`src/rtl/hybrid_switch_sequencer.sv`:
```
// hybrid_switch_sequencer: soft-start theta ramp plus dead-time/min-dwell half-bridge gating.
// Define HYBRID_SEQ_SWCOUNT_EN to add the o_n_switch commutation counter.
module hybrid_switch_sequencer #(
  parameter int          DEAD_TIME   = 10,
  parameter int          MIN_DWELL   = 50,
  parameter logic [31:0] THETA_START = 32'd0,
  parameter logic [31:0] THETA_STEP  = 32'd1000,
  parameter int          RAMP_DIV    = 100
) (
  input  logic        i_CLK,
  input  logic        i_RESET,
  input  logic        i_enable,
  input  logic        i_sigma,
  input  logic        i_fault,
  input  logic [31:0] i_theta_target,
  output logic [31:0] o_theta,
  output logic        o_gate_H,
  output logic        o_gate_L,
`ifdef HYBRID_SEQ_SWCOUNT_EN
  output logic [1:0]  o_state,
  output logic [31:0] o_n_switch
`else
  output logic [1:0]  o_state
`endif
);

  localparam int DW  = $clog2(DEAD_TIME + 1);
  localparam int WW  = $clog2(MIN_DWELL + 1);
  localparam int VW  = $clog2(RAMP_DIV + 1);
  localparam logic [DW-1:0] DEAD_LAST = DW'(DEAD_TIME - 1);
  localparam logic [WW-1:0] DWELL_MAX = WW'(MIN_DWELL);
  localparam logic [VW-1:0] DIV_LAST  = VW'(RAMP_DIV - 1);

  typedef enum logic [1:0] {IDLE = 2'd0, RAMP = 2'd1, RUN = 2'd2, FAULT = 2'd3} state_t;
  typedef enum logic {C_DEAD = 1'b0, C_ON = 1'b1} com_t;

  state_t         state, state_nxt;
  com_t           com, com_nxt;
  logic           cur, cur_nxt;
  logic [DW-1:0]  dead_cnt, dead_nxt;
  logic [WW-1:0]  dwell_cnt, dwell_nxt;
  logic [VW-1:0]  div_cnt, div_nxt;
  logic [31:0]    theta_nxt, theta_diff;
  logic           gate_h_nxt, gate_l_nxt;
  logic           sig_m, sig_s;
  logic           active_nxt;

  assign o_state = state;

  always_ff @(posedge i_CLK) begin
    if (!i_RESET) begin
      sig_m     <= 1'b0;
      sig_s     <= 1'b0;
      state     <= IDLE;
      com       <= C_DEAD;
      cur       <= 1'b0;
      dead_cnt  <= '0;
      dwell_cnt <= '0;
      div_cnt   <= '0;
      o_theta   <= THETA_START;
      o_gate_H  <= 1'b0;
      o_gate_L  <= 1'b0;
    end else begin
      sig_m     <= i_sigma;
      sig_s     <= sig_m;
      state     <= state_nxt;
      com       <= com_nxt;
      cur       <= cur_nxt;
      dead_cnt  <= dead_nxt;
      dwell_cnt <= dwell_nxt;
      div_cnt   <= div_nxt;
      o_theta   <= theta_nxt;
      o_gate_H  <= gate_h_nxt;
      o_gate_L  <= gate_l_nxt;
    end
  end

  always_comb begin
    state_nxt  = state;
    com_nxt    = com;
    cur_nxt    = cur;
    dead_nxt   = dead_cnt;
    dwell_nxt  = dwell_cnt;
    div_nxt    = div_cnt;
    theta_nxt  = o_theta;
    theta_diff = (i_theta_target >= o_theta) ? (i_theta_target - o_theta)
                                             : (o_theta - i_theta_target);
    case (state)
      IDLE: begin
        if (i_enable) begin
          state_nxt = RAMP;
          com_nxt   = C_DEAD;
          dead_nxt  = '0;
          div_nxt   = '0;
        end
      end
      RAMP, RUN: begin
        if (!i_enable) begin
          state_nxt = IDLE;
        end else begin
          // Theta slews one step per divider tick; a small residual snaps to target.
          if (div_cnt == DIV_LAST) begin
            div_nxt = '0;
            if (theta_diff <= THETA_STEP) begin
              theta_nxt = i_theta_target;
              state_nxt = RUN;
            end else if (i_theta_target > o_theta) begin
              theta_nxt = o_theta + THETA_STEP;
            end else begin
              theta_nxt = o_theta - THETA_STEP;
            end
          end else begin
            div_nxt = div_cnt + 1'b1;
          end
          if (com == C_DEAD) begin
            if (dead_cnt == DEAD_LAST) begin
              com_nxt   = C_ON;
              cur_nxt   = sig_s;
              dwell_nxt = '0;
              dead_nxt  = '0;
            end else begin
              dead_nxt = dead_cnt + 1'b1;
            end
          end else begin
            if (dwell_cnt != DWELL_MAX) dwell_nxt = dwell_cnt + 1'b1;
            // A mismatch before dwell expiry is simply re-tested next cycle.
            if ((sig_s != cur) && (dwell_cnt == DWELL_MAX)) begin
              com_nxt  = C_DEAD;
              dead_nxt = '0;
            end
          end
        end
      end
      default: begin
        if (!i_enable) state_nxt = IDLE;
      end
    endcase
    if (i_fault) state_nxt = FAULT;
    if ((state_nxt == IDLE) || (state_nxt == FAULT)) begin
      theta_nxt = THETA_START;
      com_nxt   = C_DEAD;
      cur_nxt   = 1'b0;
      dead_nxt  = '0;
      dwell_nxt = '0;
      div_nxt   = '0;
    end
    active_nxt = (state_nxt == RAMP) || (state_nxt == RUN);
    gate_h_nxt = active_nxt && (com_nxt == C_ON) && cur_nxt;
    gate_l_nxt = active_nxt && (com_nxt == C_ON) && !cur_nxt;
  end

`ifdef HYBRID_SEQ_SWCOUNT_EN
  logic sw_evt;
  assign sw_evt = ((state == RAMP) || (state == RUN)) && (com == C_DEAD) &&
                  (dead_cnt == DEAD_LAST) && (sig_s != cur) && active_nxt;

  always_ff @(posedge i_CLK) begin
    if (!i_RESET || (state_nxt == IDLE)) begin
      o_n_switch <= 32'd0;
    end else if (sw_evt) begin
      o_n_switch <= o_n_switch + 32'd1;
    end
  end
`endif

endmodule

```
`config.mk`:
```
export PLATFORM = sky130hd
export DESIGN_NAME = hybrid_switch_sequencer
export DESIGN_NICKNAME = d
export VERILOG_FILES = /design/src/rtl/hybrid_switch_sequencer.sv
export SDC_FILE = /design/constraint.sdc
export NUM_CORES = 1
export LEC_CHECK = 0
export CAP_MARGIN = 20
export CELL_PAD_IN_SITES_DETAIL_PLACEMENT = 1
export CELL_PAD_IN_SITES_GLOBAL_PLACEMENT = 1
export CORE_UTILIZATION = 43
export DETAILED_ROUTE_END_ITERATION = 10
export DONT_BUFFER_PORTS = 1
export GPL_TIMING_DRIVEN = 0
export PLACE_DENSITY = 0.83
export SETUP_SLACK_MARGIN = 0.05
export SYNTH_ARGS = -nofsm -noshare
export SYNTH_HDL_FRONTEND = slang
export SYNTH_SLANG_ARGS = --single-unit
```
`constraint.sdc`:
```
create_clock -name i_CLK -period 13.95 [get_ports i_CLK]
set_input_delay 2.79 -clock i_CLK [delete_from_list [all_inputs] [get_ports i_CLK]]
set_output_delay 2.79 -clock i_CLK [all_outputs]
set_load 0.02 [all_outputs]
```
Word level (Yosys, flattened, before mapping)
Cells that the tools add are included.
Widths: inputs -> output; s select.
Word-level totals
  register bits: 57
  bits of input ports: 37
  output and inout port bits: 36
  word-level logic and storage cells: 88
Cells by class
  $add $sub $neg: 7
  $lt $le $gt $ge: 3
  eq/ne operators: 14
  mux-type cells: 35
  bitwise gates (word level): 1
  reduce and logical (&&, ||, !) cells: 17
Operator list (number)
  $mux 32: 3
  $sub 32x32->32: 2
  $add 32x10->32 const B: 1
  $ge 32x32->1: 1
  $gt 32x32->1: 1
  $le 32x10->1 const B: 1
  $sub 32x10->32 const B: 1
  $mux 7: 3
  $mux 4: 5
  $mux 6: 3
  $pmux 7 s2: 1
  $mux 2: 6
  $mux 1: 11
  $pmux 4 s2: 1
  $reduce_and 4->1: 2
  $add 7x1->7 const B: 1
  $eq 7x7->1 const B: 1
  $add 6x1->6 const B: 1
  $eq 2x2->1 const B: 3
  $eq 6x6->1 const B: 1
  $ne 6x6->1 const B: 1
  $reduce_and 3->1: 2
  $add 4x1->4 const B: 1
  $eq 2x1->1 const B: 2
  other kinds (14): 22

Logic depth before layout (Yosys ltp)
Gate-level depths: netlist (run 1).
  depth after elaboration: 13
  mapped depth: 27
  gate-level depth less buffers: 27

Worst setup path before layout (run 1)
Ideal clock, no wire load.
  path kind: input-to-reg
  start: input i_theta_target[0]
  end: register o_theta[31]
  arrival: 8.045 ns
  data required time: 13.876 ns
  path slack: 5.831 ns
  cell stages on the path: 25
  cell sequence: inv_1 > ha_1 > fa_1 > nand2b_1 > a21oi_1 > o21ai_1 > a211o_1 > nand2_1 > a21oi_1 > o21ai_0 > nand2_1 > ha_1 > o21a_1 > o21ai_0 > a22oi_1 > a21oi_1 > o21ai_0 > a211oi_1 > nor2_1 > o41ai_1 > o21ai_0 > o21ai_0 > a31oi_1 > or3_1 > a31oi_1
Between the ends
  word-level cells in the longest chain between the ends: 11
  elaborated cells on any way between the ends: 17
  classes of those cells: add/sub (2); order compare (3); eq/ne (1); mux (8); reduce/logical (3)
RTL lines
  start, declared: RTL line 15  | input logic [31:0] i_theta_target,
  $sub 32x32->32, or another cell as far along: RTL line 87  | : (o_theta - i_theta_target);
  $mux 32: RTL line 86  | theta_diff = (i_theta_target >= o_theta) ? (i_theta_target - o_theta)
  $le 32x10->1: RTL line 104  | if (theta_diff <= THETA_STEP) begin
  $mux 2: RTL line 104
  $mux 2: RTL line 102  | if (div_cnt == DIV_LAST) begin
  $mux 2: RTL line 98  | if (!i_enable) begin
  $pmux 2 s2: RTL line 88  | case (state)
  $mux 2: RTL line 138  | if (i_fault) state_nxt = FAULT;
  $eq 2x2->1 or $logic_not 2->1 (tied branches): RTL line 139  | if ((state_nxt == IDLE) || (state_nxt == FAULT)) begin
  $logic_or 1x1->1: RTL line 139
  $reduce_or 2->1 (no source line)
  end signal, assigned: RTL line 72  | o_theta <= theta_nxt;
  end, declared: RTL line 16  | output logic [31:0] o_theta,
Several ways; a longest one is shown, not always the timed one.
A chain may end at the register's enable or synchronous reset.

Worst setup path after layout (run 1)
  start: input i_theta_target[19]
  end: register o_theta[31]
The elaborated chain is that of the path after synthesis.

==> results.sh, run 1 <==
export IMPL_drc=0
export IMPL_synth_fp_nets=1234
export IMPL_reg2regPathDepth=23
export IMPL_cts_hold_buf=0
export IMPL_hpwl_mm=22.7
export IMPL_p_leak_nw=3.64
export IMPL_final_area_um2=8420
export IMPL_setup_viol=0
export IMPL_use_met2=0.525
export IMPL_dp_cells=1322
export IMPL_finalClockSkew_ns=0.00928
export IMPL_grt_use_met1=0.393
export IMPL_cp_start_kind="input port"
export IMPL_io_pins=73
export IMPL_vias=8387
export IMPL_antenna_found_initial=0
export IMPL_path_max_fanout=26
export IMPL_clockBufferDepth=2
export IMPL_nets=1245
export IMPL_n_antenna_cell=0
export IMPL_synth_edf_count=0
export IMPL_min_path_cells=1
export IMPL_synth_top_area_frac=0.155
export IMPL_rsz0062_at_grt="no"
export IMPL_required_ns=14.21
export IMPL_hold_viol_final=0
export IMPL_viasPerCell=6.27
export IMPL_power_frac_seq=0.304
export IMPL_synthesis_area_um2=7820
export IMPL_synth_top_area_cell="ha_1"
export IMPL_status="finished clean"
export IMPL_cts_root_buf="clkbuf_16"
export IMPL_die_w_um=137
export IMPL_drv_slew=0
export IMPL_hold_slack_ns=0.442
export IMPL_grt_most_used_layer="met2"
export IMPL_switching_share=0.321
export IMPL_synthTopCellsByArea="ha_1, dfxtp_1, a21oi_1"
export IMPL_power_density_nw_per_um2=64.7
export IMPL_die_y_um=137
export IMPL_finalNonFillerCells=1338
export IMPL_cts_buffers=9
export IMPL_async_reset_ff_frac=0
export IMPL_yosysWarnings=0
export IMPL_cts_sinks=57
export IMPL_relSlewSlack=0.293
export IMPL_gp_congestion=0.982
export IMPL_area_growth_pct=7.68
export IMPL_yosysMostFrequentCell="nor2_1"
export IMPL_p_total_uw=544
export IMPL_vdd_drop_max_mv=0.0629
export IMPL_finalSetupTns_ns=0
export IMPL_max_freq_ghz=0.107
export IMPL_fin_crit_ns=9.31
export IMPL_dpl_cell_area_um2=8100
export IMPL_tightest_slew_ns=1.06
export IMPL_start_util=0.446
export IMPL_detail_route_wl_per_cell_um=21.2
export IMPL_cap_violations=0
export IMPL_hold_class="reg2reg"
export IMPL_place_ws_ns=4.46
export IMPL_io_buffers=0
export IMPL_intPower_uw=369
export IMPL_critical_path_class="in2reg"
export IMPL_use_met3=0.0452
export IMPL_avgSynthCellArea_um2=7.13
export IMPL_yosysSeqAreaShare=0.146
export IMPL_synth_common_cells="nor2_1, a21oi_1, ha_1"
export IMPL_layout_drive_gt1_share=0.0602
export IMPL_synthCells=1097
export IMPL_post_cts_setup_buffers=0
export IMPL_p_switching_uw=175
export IMPL_grt_pass1_wl_mm=44.4
export IMPL_ant_nets=0
export IMPL_core_region_area_um2=17500
export IMPL_ys_types=75
export IMPL_clockPowerShare=0.442
export IMPL_ctsResizeCount=0
export IMPL_grt_pass1_vias=8296
export IMPL_grtUsageTotal=0.307
export IMPL_num_rows=48
export IMPL_htreeDepth=3
export IMPL_finalCritPeriodShare=0.667
export IMPL_cp_end_kind="flip-flop"
export IMPL_timing_final_ws_setup_ns=4.64
export IMPL_combPwrFrac=0.254
export IMPL_wl_mm=28.3
export IMPL_grt_max_degree=27
export IMPL_die_area_um2=18700
export IMPL_synthFlopType="dfxtp_1"
export IMPL_cts_tree="done"
export IMPL_initialDrtViolationCount=593
export IMPL_clk_latency_ns=0.34
export IMPL_dr_pass1_iters=5
export IMPL_arrival_ns=9.57
export IMPL_clk_pin_slew_ns=0.05
export IMPL_grt_overflow_total=0
export IMPL_fin_util=0.480
export IMPL_ys_ff_latch=57
==> worst max-delay path: stages <==
cell      delay (ns)
inv_1           0.04
ha_1            0.36
buf_2           0.25
nand4_1         0.16
nor3_1          0.51
a21oi_1         0.19
nand2_1         0.24
a21oi_1         0.15
o21ai_0         0.16
nand2_1         0.65
ha_1            0.65
o21a_1          0.19
o21ai_0         0.39
a22oi_1         0.16
a21oi_1         0.27
o21ai_0         0.30
a211oi_1        0.31
nor2_1          0.12
o41ai_1         0.50
o21ai_0         0.22
o21ai_0         0.25
a31oi_1         0.14
or3_1           0.39
a31oi_1         0.13
==> power groups by stage <==
| stage | Clock (mW) | Sequential (mW) | Combinational (mW) |
|---|---|---|---|
| final | 0.241 | 0.166 | 0.138 |
| after global routing | 0.251 | 0.166 | 0.150 |
| after CTS | 0.243 | 0.166 | 0.136 |
| after detailed placement | 0 | 0.169 | 0.134 |
| after global placement | 0 | 0.169 | 0.131 |
| after floorplan | 0 | 0.169 | 0.101 |
==> cell type report <==
cell class              count  area, um2
clock inverters             7       93.8
plain buffers              56        264
fillers                  2304       9120
flip-flops and latches     57       1140
well taps                 225        282
inverters                  89        334
clock buffers               9        225
multi-input cells         895       6080
==> sequential cells by signal, summed over array words and instances (netlist names) <==
signal,cells
dwell_cnt,6
sig_m,1
cur,1
o_state,2
div_cnt,7
o_gate_L,1
sig_s,1
o_theta,32
com,1
o_gate_H,1
dead_cnt,4
==> cells by family (layout without fill, tap and decap cells) <==
kind of cell    count (synthesis)  in the layout  synth area share
xor+xnor                       50             50            0.0560
simple gates                  347            347             0.214
flops                          57             57             0.146
compound gates                385            385             0.328
fa+ha+maj                     100            100             0.163
mux                            13             13            0.0168
buf+inv                       145            161            0.0765
==> final timing paths <==
path                  to  slack (ns)                from
max          o_theta[31]        4.64  i_theta_target[19]
min                sig_s        0.44               sig_m
max reg2reg  o_theta[31]        6.65         o_theta[19]
min reg2reg        sig_s        0.44               sig_m
==> placed cells by master (no fill, tap or decap), types with 5 or more instances in the layout <==
cell type,instances
a21oi_1,115
o211a_1,7
inv_1,89
o21a_1,10
nand2_1,63
and2_1,14
buf_2,22
xnor2_1,31
nand4_1,14
xor2_1,19
nand3b_1,5
a211o_1,6
a21o_1,42
nand2b_1,13
nor2b_1,13
a31oi_1,11
o21bai_1,12
clkbuf_1,24
and3_1,16
o21ai_0,63
o2111ai_1,6
buf_4,7
o211ai_1,10
clkbuf_16,9
nor4_1,5
nor2_1,134
nor3_1,16
mux2i_1,12
o21ai_1,11
ha_1,97
dfxtp_1,57
a211oi_1,38
nand3_1,25
or3_1,7
==> per-layer routing <==
| layer | routed length [um] | vias up |
|---|---|---|
| met5 | 0 | - |
| met4 | 955 | 0 |
| met3 | 1550 | 63 |
| met2 | 13500 | 239 |
| met1 | 12300 | 4102 |
| li1 | - | 3983 |
Power figures use the tool's default switching activity.
==> run 2: changes to the inputs <==
PLACE_DENSITY = 0.86   (was 0.83)
clock period = 8.4 ns   (was 13.95 ns; I/O delays follow)
==> run 2 against run 1 <==
Against the previous run: sequential power increased by 66%; sequential share of layout area about the same; setup slack got worse by 4.0 ns; worst hold slack got worse by 0.0011 ns; flip-flop and latch count unchanged; critical path depth unchanged; clock power increased by 48%; largest cell class unchanged.
==> results.sh, run 2 (same netlist as run 1, synthesis figures left out) <==
export IMPL_path_buf_inv=2
export IMPL_vias=8459
export IMPL_htreeDepth=3
export IMPL_gp_congestion=0.978
export IMPL_clk_latency_ns=0.34
export IMPL_post_cts_setup_buffers=0
export IMPL_area_growth_pct=7.54
export IMPL_io_buffers=0
export IMPL_reg2regPathDepth=24
export IMPL_cts_tree="done"
export IMPL_io_pins=73
export IMPL_largest_reg_flops=32
export IMPL_status="finished clean"
export IMPL_die_w_um=137
export IMPL_wl_mm=28.5
export IMPL_layout_drive_gt1_share=0.0610
export IMPL_core_region_area_um2=17500
export IMPL_grt_pass1_vias=8576
export IMPL_drc=0
export IMPL_p_leak_nw=3.64
export IMPL_place_ws_ns=-0.108
export IMPL_clockBufferDepth=2
export IMPL_viasPerCell=6.32
export IMPL_finalCritPeriodShare=0.929
export IMPL_nFillCells=2289
export IMPL_tightest_slew_ns=1.05
export IMPL_detail_route_wl_per_cell_um=21.2
export IMPL_grt_max_degree=27
export IMPL_die_area_um2=18700
export IMPL_cts_buffers=9
export IMPL_arrival_ns=8.06
export IMPL_fin_crit_ns=7.81
export IMPL_num_rows=48
export IMPL_grt_overflow_total=0
export IMPL_reg2reg_to="o_theta[31]"
export IMPL_vdd_drop_max_mv=0.104
export IMPL_layout_commonest_cell="nor2_1"
export IMPL_r2r_start="o_theta[6]"
export IMPL_drv_slew=0
export IMPL_initialDrtViolationCount=721
export IMPL_cts_root_buf="clkbuf_16"
export IMPL_antenna_found_initial=0
export IMPL_dr_pass1_iters=5
export IMPL_worstPathCellList="inv_1 > ha_1 > buf_2 > nand4_1 > nor3_1 > a21oi_1 > nand2_1 > a21oi_1 > o21ai_0 > nand2_1 > ha_1 > o21a_1 > o21ai_0 > a21oi_1 > a21oi_1 > o21ai_0 > a211oi_1 > nor2_1 > o41ai_1 > o21ai_0 > o21ai_0 > a31oi_1 > or3_1 > a31oi_1"
export IMPL_crit_slowest_cell="o41ai_1"
export IMPL_dpl_cell_area_um2=8100
export IMPL_cts_sinks=57
export IMPL_hold_end="sig_s"
export IMPL_cpMostUsedCell="o21ai_0"
export IMPL_hold_class="reg2reg"
export IMPL_required_ns=8.66
export IMPL_cp_start_kind="input port"
export IMPL_nets=1246
export IMPL_r2r_setup_slack_ns=1.46
export IMPL_final_area_um2=8410
export IMPL_power_density_nw_per_um2=103
export IMPL_grt_pass1_wl_mm=44.9
export IMPL_hold_viol_final=0
export IMPL_setup_viol=0
export IMPL_hpwl_mm=22.6
export IMPL_relSlewSlack=0.292
export IMPL_final_cell_mix="nor2_1, a21oi_1, ha_1"
export IMPL_crit_family="compound AO/OA/AOI/OAI gates"
export IMPL_path_max_fanout=10
export IMPL_finalSetupTns_ns=0
export IMPL_grtUsageTotal=0.310
export IMPL_cpPeakStageDelay_ns=0.50
export IMPL_largestRegisters="o_theta: 32 flops, div_cnt: 7 flops, dwell_cnt: 6 flops"
export IMPL_cts_hold_buf=0
export IMPL_clk_pin_slew_ns=0.05
export IMPL_regMostFlops="o_theta"
export IMPL_rsz0062_at_grt="no"
export IMPL_timing_final_ws_setup_ns=0.594
export IMPL_die_y_um=137
export IMPL_min_from="sig_m"
export IMPL_start_util=0.446
export IMPL_max_freq_ghz=0.128
export IMPL_ant_nets=0
export IMPL_critical_path_class="in2reg"
export IMPL_ctsResizeCount=0
export IMPL_finalClockSkew_ns=0.00923
export IMPL_n_antenna_cell=0
export IMPL_cp_end_kind="flip-flop"
export IMPL_min_path_cells=1
export IMPL_cap_violations=0
==> run 2: changes by cell type in the layout (fill, tap and decap cells not counted) <==
cell and change:
inv_6 -1, clkbuf_8 +3, buf_8 +1, clkinv_4 +1, bufinv_16 -2, clkinvlp_4 -1
==> run 2: cell type report <==
cell class,instances,area [um2],share of cell area
multi-input cells,895,6080,0.723
flip-flops and latches,57,1140,0.136
inverters,89,334,0.0397
well taps,225,282,0.0335
clock buffers,12,267,0.0317
plain buffers,56,264,0.0314
clock inverters,4,26.3,0.00313
repair buffers,1,15.0,0.00179
==> run 2: worst reg2reg max path: stages (launching register included) <==
cell and delay [ns]:
dfxtp_1 0.56, inv_1 0.19, ha_1 0.32, a21oi_1 0.36, nand2_1 0.10, o21ai_1 0.24
a211o_1 0.23, nand2_1 0.19, a21oi_1 0.30, o21ai_0 0.12, nand2_1 0.41, ha_1 0.38
o21a_1 0.19, o21ai_0 0.41, a21oi_1 0.17, a21oi_1 0.33, o21ai_0 0.31, a211oi_1 0.29
nor2_1 0.10, o41ai_1 0.50, o21ai_0 0.25, o21ai_0 0.28, a31oi_1 0.15, or3_1 0.36
a31oi_1 0.14
==> run 2: through the flow <==
| step | cells | total power, mW | hold WS, ns | util |
|---|---|---|---|---|
| final | 1339 | 0.864 | 0.441 | 0.479 |
| after CTS | 1338 | 0.860 | 0.446 | 0.478 |
| after global routing | 1339 | 0.898 | 0.473 | 0.479 |
| after detailed placement | 1322 | 0.504 | 0.429 | 0.462 |
| after floorplan | 1097 | 0.447 | 0.412 | - |
| after global placement | 1322 | 0.496 | 0.428 | 0.462 |
==> run 2: worst max path at each step <==
| stage | startpoint | to | slack (ns) | cells after the start |
|---|---|---|---|---|
| 6_report | i_theta_target[19] | o_theta[31] | 0.59 | 24 |
| 5_1_grt | i_theta_target[0] | o_theta[31] | 0.13 | 25 |
| 4_1_cts | i_theta_target[19] | o_theta[31] | 0.17 | 26 |
| 3_5_place_dp | i_theta_target[19] | o_theta[31] | -0.11 | 26 |
| 3_3_place_gp | i_theta_target[19] | o_theta[31] | 0.07 | 26 |
| 2_1_floorplan | i_theta_target[0] | o_theta[31] | 1.39 | 25 |
==> run 2: per-layer routing <==
metal / wire, um / track usage
met3: 1560 / 0.0441
met4: 1330 / 0.146
met2: 13400 / 0.538
met5: 0 / 0
met1: 12200 / 0.374
==> run 2: power by group <==
group / leakage, nW / total [mW] / switching, mW / internal (mW)
logic: 3.04 / 0.232 / 0.149 / 0.0832
clock network: 0.145 / 0.357 / 0.134 / 0.223
registers: 0.460 / 0.275 / 0.00289 / 0.272
